`src/rtl/uart_bus_pkg.sv`:
```
// Shared types and constants for the UART debug bus master.
// Bus widths fall back to the 32-bit / 4-slave-bit layout when the shared defines are absent.
`ifndef XLEN
`define XLEN 32
`endif
`ifndef SLAVE_WIDTH
`define SLAVE_WIDTH 4
`endif

package uart_bus_pkg;

    typedef enum logic [2:0] {
        IDLE,
        ADDR,
        DATA,
        BUS,
        REPLY
    } state_t;

    localparam logic [7:0] CMD_W   = 8'h57;
    localparam logic [7:0] CMD_R   = 8'h52;
    localparam logic [7:0] RSP_OK  = 8'h4B;
    localparam logic [7:0] RSP_ERR = 8'h3F;

    localparam logic [2:0] MODE_WORD = 3'b010;

    function automatic int div_of(input int clk_freq, input int baud);
        return clk_freq / baud;
    endfunction

endpackage

```
`src/rtl/uart_bus_rx.sv`:
```
// 8N1 receiver: two-flop synchronizer, start-bit qualification at mid-bit,
// LSB-first sampling; pulses byte_valid or frame_err after the stop bit.
module uart_bus_rx #(
    parameter int DIV = 16
) (
    input  logic       clk,
    input  logic       rst,
    input  logic       rx,
    output logic       byte_valid,
    output logic [7:0] byte_data,
    output logic       frame_err
);

    localparam int CW = $clog2(DIV) + 1;
    localparam logic [CW-1:0] HALF_M1 = CW'(DIV / 2 - 1);
    localparam logic [CW-1:0] FULL_M1 = CW'(DIV - 1);

    typedef enum logic [1:0] {
        RX_IDLE,
        RX_START,
        RX_DATA,
        RX_STOP
    } rx_state_t;

    rx_state_t     state_reg, state_next;
    logic [1:0]    sync_reg;
    logic          prev_reg;
    logic [CW-1:0] cnt_reg, cnt_next;
    logic [2:0]    bit_reg, bit_next;
    logic [7:0]    shift_reg, shift_next;
    logic          valid_reg, valid_next;
    logic          err_reg, err_next;
    logic          rx_s;
    logic          rx_fall;

    assign rx_s    = sync_reg[1];
    assign rx_fall = prev_reg & ~rx_s;

    always_ff @(posedge clk or posedge rst) begin
        if (rst) begin
            sync_reg  <= 2'b11;
            prev_reg  <= 1'b1;
            state_reg <= RX_IDLE;
            cnt_reg   <= '0;
            bit_reg   <= '0;
            shift_reg <= '0;
            valid_reg <= 1'b0;
            err_reg   <= 1'b0;
        end else begin
            sync_reg  <= {sync_reg[0], rx};
            prev_reg  <= rx_s;
            state_reg <= state_next;
            cnt_reg   <= cnt_next;
            bit_reg   <= bit_next;
            shift_reg <= shift_next;
            valid_reg <= valid_next;
            err_reg   <= err_next;
        end
    end

    always_comb begin
        state_next = state_reg;
        cnt_next   = cnt_reg;
        bit_next   = bit_reg;
        shift_next = shift_reg;
        valid_next = 1'b0;
        err_next   = 1'b0;
        case (state_reg)
            RX_IDLE: begin
                if (rx_fall) begin
                    state_next = RX_START;
                    cnt_next   = '0;
                end
            end
            RX_START: begin
                // A glitch that is already high again by mid-bit is not a start bit
                if (cnt_reg == HALF_M1) begin
                    cnt_next   = '0;
                    bit_next   = '0;
                    state_next = rx_s ? RX_IDLE : RX_DATA;
                end else begin
                    cnt_next = cnt_reg + CW'(1);
                end
            end
            RX_DATA: begin
                if (cnt_reg == FULL_M1) begin
                    cnt_next   = '0;
                    shift_next = {rx_s, shift_reg[7:1]};
                    if (bit_reg == 3'd7) begin
                        state_next = RX_STOP;
                    end else begin
                        bit_next = bit_reg + 3'd1;
                    end
                end else begin
                    cnt_next = cnt_reg + CW'(1);
                end
            end
            RX_STOP: begin
                if (cnt_reg == FULL_M1) begin
                    cnt_next   = '0;
                    state_next = RX_IDLE;
                    valid_next = rx_s;
                    err_next   = ~rx_s;
                end else begin
                    cnt_next = cnt_reg + CW'(1);
                end
            end
            default: state_next = RX_IDLE;
        endcase
    end

    assign byte_valid = valid_reg;
    assign byte_data  = shift_reg;
    assign frame_err  = err_reg;

endmodule

```
`src/rtl/uart_bus_master.sv`:
```
// UART-driven debug initiator: parses 'W'/'R' frames from the host, runs one word
// access on the uib bus and serializes the reply back on uart_tx.
`ifndef XLEN
`define XLEN 32
`endif
`ifndef SLAVE_WIDTH
`define SLAVE_WIDTH 4
`endif

module uart_bus_master
    import uart_bus_pkg::*;
#(
    parameter int CLK_FREQ     = 50000000,
    parameter int BAUD         = 115200,
    parameter int BYTE_TIMEOUT = div_of(CLK_FREQ, BAUD) * 40
) (
    input  logic                            clk,
    input  logic                            rst,
    input  logic                            uart_rx,
    output logic                            uart_tx,
    input  logic [`XLEN-1:0]                master_dat_i,
    input  logic                            master_ready,
    output logic [`XLEN-1:0]                master_dat_o,
    output logic [`XLEN-`SLAVE_WIDTH-1:0]   master_addr,
    output logic [`SLAVE_WIDTH-1:0]         master_num,
    output logic [2:0]                      master_mode,
    output logic                            master_wen,
    output logic                            master_req,
    output logic                            busy
);

    localparam int DIV = div_of(CLK_FREQ, BAUD);
    localparam int CW  = $clog2(DIV) + 1;
    localparam int TW  = $clog2(BYTE_TIMEOUT) + 1;
    localparam logic [CW-1:0] DIV_M1 = CW'(DIV - 1);
    localparam logic [TW-1:0] TMO_M1 = TW'(BYTE_TIMEOUT - 1);

    state_t             state_reg, state_next;
    logic [1:0]         idx_reg, idx_next;
    logic               wen_reg, wen_next;
    logic [`XLEN-1:0]   addr_reg, addr_next;
    logic [`XLEN-1:0]   data_reg, data_next;
    logic [`XLEN-1:0]   rsp_reg, rsp_next;
    logic [1:0]         rsp_last_reg, rsp_last_next;
    logic [TW-1:0]      tmo_reg, tmo_next;
    logic               req_reg, req_next;
    logic [CW-1:0]      tx_cnt_reg, tx_cnt_next;
    logic [3:0]         tx_bit_reg, tx_bit_next;
    logic [1:0]         tx_byte_reg, tx_byte_next;
    logic               tx_reg;
    logic [7:0]         tx_cur_byte;
    logic               tx_bit_val;

    logic               rx_valid;
    logic [7:0]         rx_data;
    logic               rx_err;

    uart_bus_rx #(.DIV(DIV)) u_rx (
        .clk        (clk),
        .rst        (rst),
        .rx         (uart_rx),
        .byte_valid (rx_valid),
        .byte_data  (rx_data),
        .frame_err  (rx_err)
    );

    always_ff @(posedge clk or posedge rst) begin
        if (rst) begin
            state_reg    <= IDLE;
            idx_reg      <= '0;
            wen_reg      <= 1'b0;
            addr_reg     <= '0;
            data_reg     <= '0;
            rsp_reg      <= '0;
            rsp_last_reg <= '0;
            tmo_reg      <= '0;
            req_reg      <= 1'b0;
            tx_cnt_reg   <= '0;
            tx_bit_reg   <= '0;
            tx_byte_reg  <= '0;
            tx_reg       <= 1'b1;
        end else begin
            state_reg    <= state_next;
            idx_reg      <= idx_next;
            wen_reg      <= wen_next;
            addr_reg     <= addr_next;
            data_reg     <= data_next;
            rsp_reg      <= rsp_next;
            rsp_last_reg <= rsp_last_next;
            tmo_reg      <= tmo_next;
            req_reg      <= req_next;
            tx_cnt_reg   <= tx_cnt_next;
            tx_bit_reg   <= tx_bit_next;
            tx_byte_reg  <= tx_byte_next;
            tx_reg       <= (state_reg == REPLY) ? tx_bit_val : 1'b1;
        end
    end

    // Bit 0 is the start bit, 1..8 the data bits LSB first, 9 the stop bit
    assign tx_cur_byte = rsp_reg[{tx_byte_reg, 3'b000} +: 8];

    always_comb begin
        tx_bit_val = 1'b1;
        if (tx_bit_reg == 4'd0) begin
            tx_bit_val = 1'b0;
        end else if (tx_bit_reg <= 4'd8) begin
            tx_bit_val = tx_cur_byte[3'(tx_bit_reg - 4'd1)];
        end
    end

    always_comb begin
        state_next    = state_reg;
        idx_next      = idx_reg;
        wen_next      = wen_reg;
        addr_next     = addr_reg;
        data_next     = data_reg;
        rsp_next      = rsp_reg;
        rsp_last_next = rsp_last_reg;
        tmo_next      = '0;
        req_next      = req_reg;
        tx_cnt_next   = tx_cnt_reg;
        tx_bit_next   = tx_bit_reg;
        tx_byte_next  = tx_byte_reg;
        case (state_reg)
            IDLE: begin
                idx_next     = '0;
                tx_cnt_next  = '0;
                tx_bit_next  = '0;
                tx_byte_next = '0;
                if (rx_valid) begin
                    if (rx_data == CMD_W || rx_data == CMD_R) begin
                        wen_next   = (rx_data == CMD_W);
                        state_next = ADDR;
                    end else begin
                        rsp_next      = {{(`XLEN-8){1'b0}}, RSP_ERR};
                        rsp_last_next = 2'd0;
                        state_next    = REPLY;
                    end
                end
            end
            ADDR: begin
                if (rx_err) begin
                    idx_next   = '0;
                    state_next = IDLE;
                end else if (rx_valid) begin
                    addr_next[{idx_reg, 3'b000} +: 8] = rx_data;
                    idx_next = idx_reg + 2'd1;
                    if (idx_reg == 2'd3) begin
                        if (wen_reg) begin
                            state_next = DATA;
                        end else begin
                            req_next   = 1'b1;
                            state_next = BUS;
                        end
                    end
                end else if (tmo_reg == TMO_M1) begin
                    idx_next   = '0;
                    state_next = IDLE;
                end else begin
                    tmo_next = tmo_reg + TW'(1);
                end
            end
            DATA: begin
                if (rx_err) begin
                    idx_next   = '0;
                    state_next = IDLE;
                end else if (rx_valid) begin
                    data_next[{idx_reg, 3'b000} +: 8] = rx_data;
                    idx_next = idx_reg + 2'd1;
                    if (idx_reg == 2'd3) begin
                        req_next   = 1'b1;
                        state_next = BUS;
                    end
                end else if (tmo_reg == TMO_M1) begin
                    idx_next   = '0;
                    state_next = IDLE;
                end else begin
                    tmo_next = tmo_reg + TW'(1);
                end
            end
            BUS: begin
                // No timeout here: a hung slave keeps the block busy until reset
                if (master_ready && req_reg) begin
                    req_next      = 1'b0;
                    rsp_next      = wen_reg ? {{(`XLEN-8){1'b0}}, RSP_OK} : master_dat_i;
                    rsp_last_next = wen_reg ? 2'd0 : 2'd3;
                    state_next    = REPLY;
                end
            end
            REPLY: begin
                if (tx_cnt_reg == DIV_M1) begin
                    tx_cnt_next = '0;
                    if (tx_bit_reg == 4'd9) begin
                        tx_bit_next = '0;
                        if (tx_byte_reg == rsp_last_reg) begin
                            tx_byte_next = '0;
                            state_next   = IDLE;
                        end else begin
                            tx_byte_next = tx_byte_reg + 2'd1;
                        end
                    end else begin
                        tx_bit_next = tx_bit_reg + 4'd1;
                    end
                end else begin
                    tx_cnt_next = tx_cnt_reg + CW'(1);
                end
            end
            default: state_next = IDLE;
        endcase
    end

    assign uart_tx      = tx_reg;
    assign master_req   = req_reg;
    assign master_wen   = wen_reg;
    assign master_dat_o = data_reg;
    assign master_num   = addr_reg[`XLEN-1 -: `SLAVE_WIDTH];
    assign master_addr  = addr_reg[`XLEN-`SLAVE_WIDTH-1:0];
    assign master_mode  = MODE_WORD;
    assign busy         = (state_reg != IDLE);

endmodule

```
`config.mk`:
```
export PLATFORM = sky130hd
export DESIGN_NAME = uart_bus_master
export DESIGN_NICKNAME = d
export VERILOG_FILES = /design/src/rtl/uart_bus_pkg.sv /design/src/rtl/uart_bus_rx.sv /design/src/rtl/uart_bus_master.sv
export SDC_FILE = /design/constraint.sdc
export NUM_CORES = 1
export LEC_CHECK = 0
export CAP_MARGIN = 20
export CORE_ASPECT_RATIO = 2
export CORE_MARGIN = 2
export CORE_UTILIZATION = 40
export CTS_CLUSTER_SIZE = 24
export DETAILED_ROUTE_END_ITERATION = 12
export GPL_ROUTABILITY_DRIVEN = 0
export PLACE_DENSITY_LB_ADDON = 0.15
export SYNTH_ARGS = -nofsm -noshare
export SYNTH_HDL_FRONTEND = slang
export SYNTH_SLANG_ARGS = --single-unit
```
`constraint.sdc`:
```
create_clock -name clk -period 13.5 [get_ports clk]
set_clock_uncertainty 0.05 [all_clocks]
set_input_delay 1.35 -clock clk [delete_from_list [all_inputs] [get_ports clk]]
set_output_delay 1.35 -clock clk [all_outputs]
set_load 0.02 [all_outputs]
```
* After elaboration in Yosys (flattened, before gate mapping) *
Index checks and enable logic that the tools add are counted.

word-level totals
  bits in registers = 166
  input bits = 36
  latch bits = 0
  RAM bits = 0
  logic and storage cells = 179
  memory bits (read-only) = 0
  output and inout bits = 71
  memories = 0

cells by class
  order comparisons = 2
  bitwise operators = 3
  multiplexer cells = 77
  $mul = 0
  shift-type cells = 3
  reduce and logical (&&, ||, !) cells = 25
  eq/ne operators = 39
  div/mod/pow operators = 0
  $add $sub $neg = 9

operators with widths
  operator                count
  $mux 32                 4
  $bwmux 32               2
  $mux 16                 4
  $pmux 32 s2             1
  $mux 3                  16
  $mux 10                 4
  $mux 2                  16
  $shift 8x7->32 const A  1
  $shiftx 32x6->8         1
  $shiftx 8x7->32         1
  $pmux 10 s3             1
  $ne 2x1->1 const B      11
  $add 10x1->10 const B   2
  $eq 10x9->1 const B     2
  $pmux 10 s2             1
  $mux 1                  17
  $add 16x1->16 const B   1
  $eq 16x15->1 const B    1
  $eq 8x7->1 const B      2
  $ne 2x2->1 const B      8
  $pmux 3 s5              1
  $pmux 2 s2              3
  $reduce_and 3->1        4
  $eq 10x8->1 const B     1
  other kinds (37)        53

* Logic depth before layout (Yosys ltp) *
  word-level depth = 6
  depth in mapped cells = 8

* Cells and area by module *
Synthesis repeated with hierarchy kept, for this count alone.

second synthesis, totals
  cells, all modules = 737
  area total of the unflattened synthesis = 7653.6 sq um

by module, submodules not included
  module           times used  cells an instance  area an instance (sq um)
  uart_bus_master  1           609                6228.5
  uart_bus_rx      1           128                1425.1

* Least setup slack after synthesis *
No wires, ideal clock.

  path kind = input to register
  start point = in master_ready
  end point = reg rsp_reg[10]
  setup time = 65 ps
  stages = 5
  data arrival time = 2328 ps
  path buffers = 1
  setup slack = 11056 ps
  required time = 13385 ps
  cell sequence = nor2b_1 nand3_1 nor2_1 buf_2 a22o_1

between the ends
  longest elaborated chain between the ends = 3

ends and longest elaborated chain
  item                               RTL line                text
  start: declaration                 uart_bus_master.sv:22   input logic master_ready,
  $logic_and 1x1->1                  uart_bus_master.sv:183  if (master_ready && req_reg) begin
  $ne 2x2->1 (no source line)        -
  $reduce_and 4->1 (no source line)  -
  end signal: assignment             uart_bus_master.sv:88   rsp_reg <= rsp_next;
  end: declaration                   uart_bus_master.sv:43   logic [`XLEN-1:0] rsp_reg, rsp_next;

Every way passes these cells.
A chain may end at the register's enable or synchronous reset.

* Worst setup path after layout *
  start point = reg state_reg[2]
  end point = out busy

between the ends
  longest elaborated chain between the ends = 1

ends and longest elaborated chain
  item                      RTL line                text
  start: declaration        uart_bus_master.sv:38   state_t state_reg, state_next;
  start signal: assignment  uart_bus_master.sv:83   state_reg <= state_next;
  $reduce_bool 3->1         uart_bus_master.sv:219  assign busy = (state_reg != IDLE);
  end: declaration          uart_bus_master.sv:29   output logic busy

Every way passes these cells.

==> metrics.txt <==
# TYPE chip_impl_metric gauge
chip_impl_metric{name="antenna_violation_net_count_after_detailed_routing",unit=""} 0
chip_impl_metric{name="vdd_drop_max",unit="uV"} 76.3
chip_impl_metric{name="globalRouteTotalUtil",unit=""} 0.193
chip_impl_metric{name="total_routed_wire_length_on_the_met1_layer",unit="mm"} 7.08
chip_impl_info{name="critical_path.cell_chain",value="or3_1 -> clkdlybuf4s50_1"} 1
chip_impl_info{name="synthMostInstantiatedCell",value="sky130_fd_sc_hd__dfrtp_1"} 1
chip_impl_info{name="slowest_stage",value="sky130_fd_sc_hd__clkdlybuf4s50_1"} 1
chip_impl_info{name="synth-main-ff-cell",value="sky130_fd_sc_hd__dfrtp_1"} 1
chip_impl_metric{name="layoutNonFillerInstCount",unit=""} 1073
chip_impl_metric{name="cts.path.max_buffers",unit=""} 2
chip_impl_metric{name="report.final.hold_viol_count",unit=""} 0
chip_impl_metric{name="ys_types",unit=""} 58
chip_impl_metric{name="hold_slack",unit="ps"} 306
chip_impl_metric{name="remaining_design_rule_violation_count",unit=""} 0
chip_impl_metric{name="drive_gt1_frac",unit=""} 0.0796
chip_impl_metric{name="floorplan.initialDensity",unit=""} 0.405
chip_impl_metric{name="number_of_instances_in_the_synthesized_netlist",unit=""} 746
chip_impl_metric{name="numPortBuffers",unit=""} 103
chip_impl_info{name="yosys.area.top_type",value="sky130_fd_sc_hd__dfrtp_1"} 1
chip_impl_metric{name="synth_area",unit="mm2"} 0.00756
chip_impl_metric{name="via_count_of_the_routed_design",unit=""} 5894
chip_impl_info{name="top_layer_used",value="met4"} 1
chip_impl_metric{name="die_area",unit="mm2"} 0.0201
chip_impl_metric{name="max-slew-margin-rel",unit=""} 0.295
chip_impl_metric{name="register_area",unit="mm2"} 0.00413
chip_impl_info{name="synth_area_leaders",value="sky130_fd_sc_hd__dfrtp_1 (53%), sky130_fd_sc_hd__nand2_1 (6.5%), sky130_fd_sc_hd__o21ai_0 (5.5%)"} 1
chip_impl_metric{name="yosys.area.top_type_share",unit=""} 0.533
chip_impl_metric{name="overflow",unit=""} 0
chip_impl_metric{name="postSynth.asyncResetShare",unit=""} 1.00
chip_impl_metric{name="final_area",unit="mm2"} 0.00933
chip_impl_metric{name="finalWirelength",unit="mm"} 18.3
chip_impl_metric{name="worst-r2r-setup-slack",unit="ps"} 11040
chip_impl_metric{name="floorplan.die.height",unit="um"} 198
chip_impl_metric{name="worst_path_largest_cell_delay",unit="ps"} 580
chip_impl_metric{name="clock_sinks",unit=""} 165
chip_impl_metric{name="finalNetCount",unit=""} 895
chip_impl_metric{name="cp.required",unit="ps"} 12100
chip_impl_metric{name="route.detailed.vias_per_inst",unit=""} 5.49
chip_impl_info{name="worstReg2RegEnd",value="u_rx.byte_data[6]"} 1
chip_impl_metric{name="placement_rows",unit=""} 71
chip_impl_metric{name="drt-initial-drc-count",unit=""} 232
chip_impl_info{name="holdCritStartpoint",value="u_rx.sync_reg[0]"} 1
chip_impl_metric{name="part_of_the_yosys_area_used_for_sequential_elements",unit=""} 0.547
chip_impl_metric{name="initial_antenna_violation_count",unit=""} 0
chip_impl_metric{name="clk_pin_slew_worst_paths",unit="ps"} 70
chip_impl_metric{name="place.detailed.instances",unit=""} 1040
chip_impl_info{name="rr_startpoint",value="u_rx.cnt_reg[1]"} 1
chip_impl_info{name="hold_path_class",value="register to register"} 1
chip_impl_info{name="critical_path.startpoint_type",value="register"} 1
chip_impl_metric{name="tns",unit="ps"} 0
chip_impl_metric{name="max_slew.worst_pin.slew",unit="ps"} 1060
chip_impl_info{name="criticalPathCategory",value="register to output port"} 1
chip_impl_metric{name="power.total",unit="W"} 0.00103
chip_impl_info{name="critical_path.endpoint_type",value="output port"} 1
chip_impl_metric{name="dpl_cell_area",unit="mm2"} 0.00875
chip_impl_metric{name="synth_edf_count",unit=""} 0
chip_impl_metric{name="core_area",unit="mm2"} 0.0187
chip_impl_info{name="most_numerous_cell_types_in_the_synthesized_netlist",value="sky130_fd_sc_hd__dfrtp_1 (161), sky130_fd_sc_hd__nand2_1 (131), sky130_fd_sc_hd__o21ai_0 (83)"} 1
chip_impl_metric{name="leakagePower",unit="nW"} 3.93
chip_impl_metric{name="drt_pass1_iterations",unit=""} 4
chip_impl_metric{name="report.final.setup_viol",unit=""} 0
chip_impl_metric{name="reg2reg_depth",unit=""} 6
chip_impl_metric{name="cts_buffers",unit=""} 17
chip_impl_metric{name="power_per_cell_area",unit="mW/mm2"} 110
chip_impl_metric{name="final_period_demand_of_the_worst_path",unit="ps"} 3350
chip_impl_metric{name="worst-endpoint-arrival",unit="ps"} 1950
chip_impl_metric{name="cts_resized",unit=""} 0
chip_impl_info{name="ctsRootBufferMaster",value="sky130_fd_sc_hd__clkbuf_16"} 1
chip_impl_metric{name="crit_fanout",unit=""} 15
chip_impl_info{name="cts_tree",value="yes"} 1
chip_impl_metric{name="maxCapViolCount",unit=""} 0
chip_impl_metric{name="dpl.hpwl",unit="mm"} 13.1
chip_impl_metric{name="max_freq",unit="GHz"} 0.298
chip_impl_metric{name="fill_cells",unit=""} 1711
chip_impl_metric{name="ctsHoldBuffers",unit=""} 0
chip_impl_metric{name="hold_depth",unit=""} 0
chip_impl_metric{name="dieWidth",unit="um"} 101
chip_impl_metric{name="wire_length_of_the_first_global_routing_pass",unit="mm"} 30.4
chip_impl_metric{name="cts.repair_timing.setup_buffer_count",unit=""} 0
chip_impl_metric{name="post_synth.cell_area_avg",unit="um2"} 10.1
chip_impl_metric{name="wire_per_inst",unit="um"} 17.0
chip_impl_metric{name="met3_wirelength",unit="um"} 565
chip_impl_info{name="run_status",value="finished clean"} 1
chip_impl_metric{name="final_min_period_over_clock_period",unit=""} 0.248
chip_impl_metric{name="num_antenna_cells",unit=""} 0
chip_impl_metric{name="ys.warnings.count",unit=""} 0
chip_impl_metric{name="multi_input_area",unit="mm2"} 0.00317
chip_impl_metric{name="area_delta_synth_final",unit="%"} 23.3
chip_impl_metric{name="cts_htree_levels",unit=""} 4
chip_impl_metric{name="ios",unit=""} 107
chip_impl_metric{name="grt_start_max_net_pins",unit=""} 92
chip_impl_metric{name="routed-wl-met2",unit="mm"} 10.1
chip_impl_info{name="setup_repair_after_global_routing_missed_its_margin",value="false"} 1
chip_impl_metric{name="clk_latency",unit="ps"} 420
chip_impl_metric{name="ys_seq_elements",unit=""} 165
chip_impl_metric{name="first_global_vias",unit=""} 6182
chip_impl_metric{name="finalMaxSlewViolations",unit=""} 0
chip_impl_info{name="timing.hold.worst_endpoint",value="u_rx.sync_reg[1]"} 1
## where the power goes
| group | internal, W | leakage [nW] | switching, W |
|---|---|---|---|
| registers | 0.000501 | 2.26 | 0.00000995 |
| clock network | 0.000255 | 0.260 | 0.000205 |
| logic | 0.0000235 | 1.42 | 0.0000362 |
## kinds of logic after synthesis
| family | count (synthesis) | share of synthesized area |
|---|---|---|
| and+or+nand+nor | 278 | 0.176 |
| AOI/OAI and AO/OA | 177 | 0.145 |
| DFF | 165 | 0.547 |
| buffers and inverters | 61 | 0.0346 |
| xor gates and xnor gates | 25 | 0.0290 |
| muxes | 20 | 0.0377 |
| adders and majority gates | 18 | 0.0298 |
| other | 2 | 0.000993 |
## final cells by class
cell class	instances	share of cell area
clock inverters	14	0.0136
flip-flops and latches	165	0.443
multi-input cells	521	0.340
clock buffers	18	0.0460
well taps	219	0.0294
repair buffers	108	0.116
inverters	28	0.0118
## worst max-delay path, delay by kind of cell (launching register included)
family / cells / cell delay, ps
flip-flops: 1 / 550
buffers and inverters: 1 / 580
AND/OR/NAND/NOR: 1 / 410
## worst max-delay path by stage
| stage | startpoint | to | slack, ps | cells past startpoint |
|---|---|---|---|---|
| final | state_reg[2] | busy | 10150 | 2 |
| after global routing | state_reg[2] | busy | 10070 | 2 |
| after CTS | state_reg[2] | busy | 10130 | 2 |
| after detailed placement | rst | tmo_reg[12] | 9890 | 3 |
| after global placement | rst | rsp_reg[12] | 9970 | 3 |
| after floorplan | rst | asynchronous set/reset pin | 7640 | 1 |
## through the flow
stage / util / setup WS (ps)
floorplan: - / 7640
global placement: 0.469 / 9970
detailed placement: 0.469 / 9890
CTS: 0.499 / 10130
global route: 0.500 / 10070
finish: 0.500 / 10150
## layer usage
metal	track usage	vias to the layer above
li1	-	2815
met1	0.221	2900
met2	0.347	147
met3	0.0253	32
met4	0.0896	0
met5	0	-
## placed cells by master (no fill, tap or decap), drive strengths merged, types with 6 or more instances in the layout
cell type	count
o31ai	6
nor2b	6
a22o	28
clkbuf	18
xnor2	6
o21ai	84
nor3	11
mux2i	6
mux4	6
mux2	8
a31oi	7
clkdlybuf4s50	103
nand4	14
nand3	26
a21oi	28
dfrtp	161
nor2	47
inv	32
ha	18
xor2	19
nand2	131
and2	6
Power figures use the tool's default switching activity.
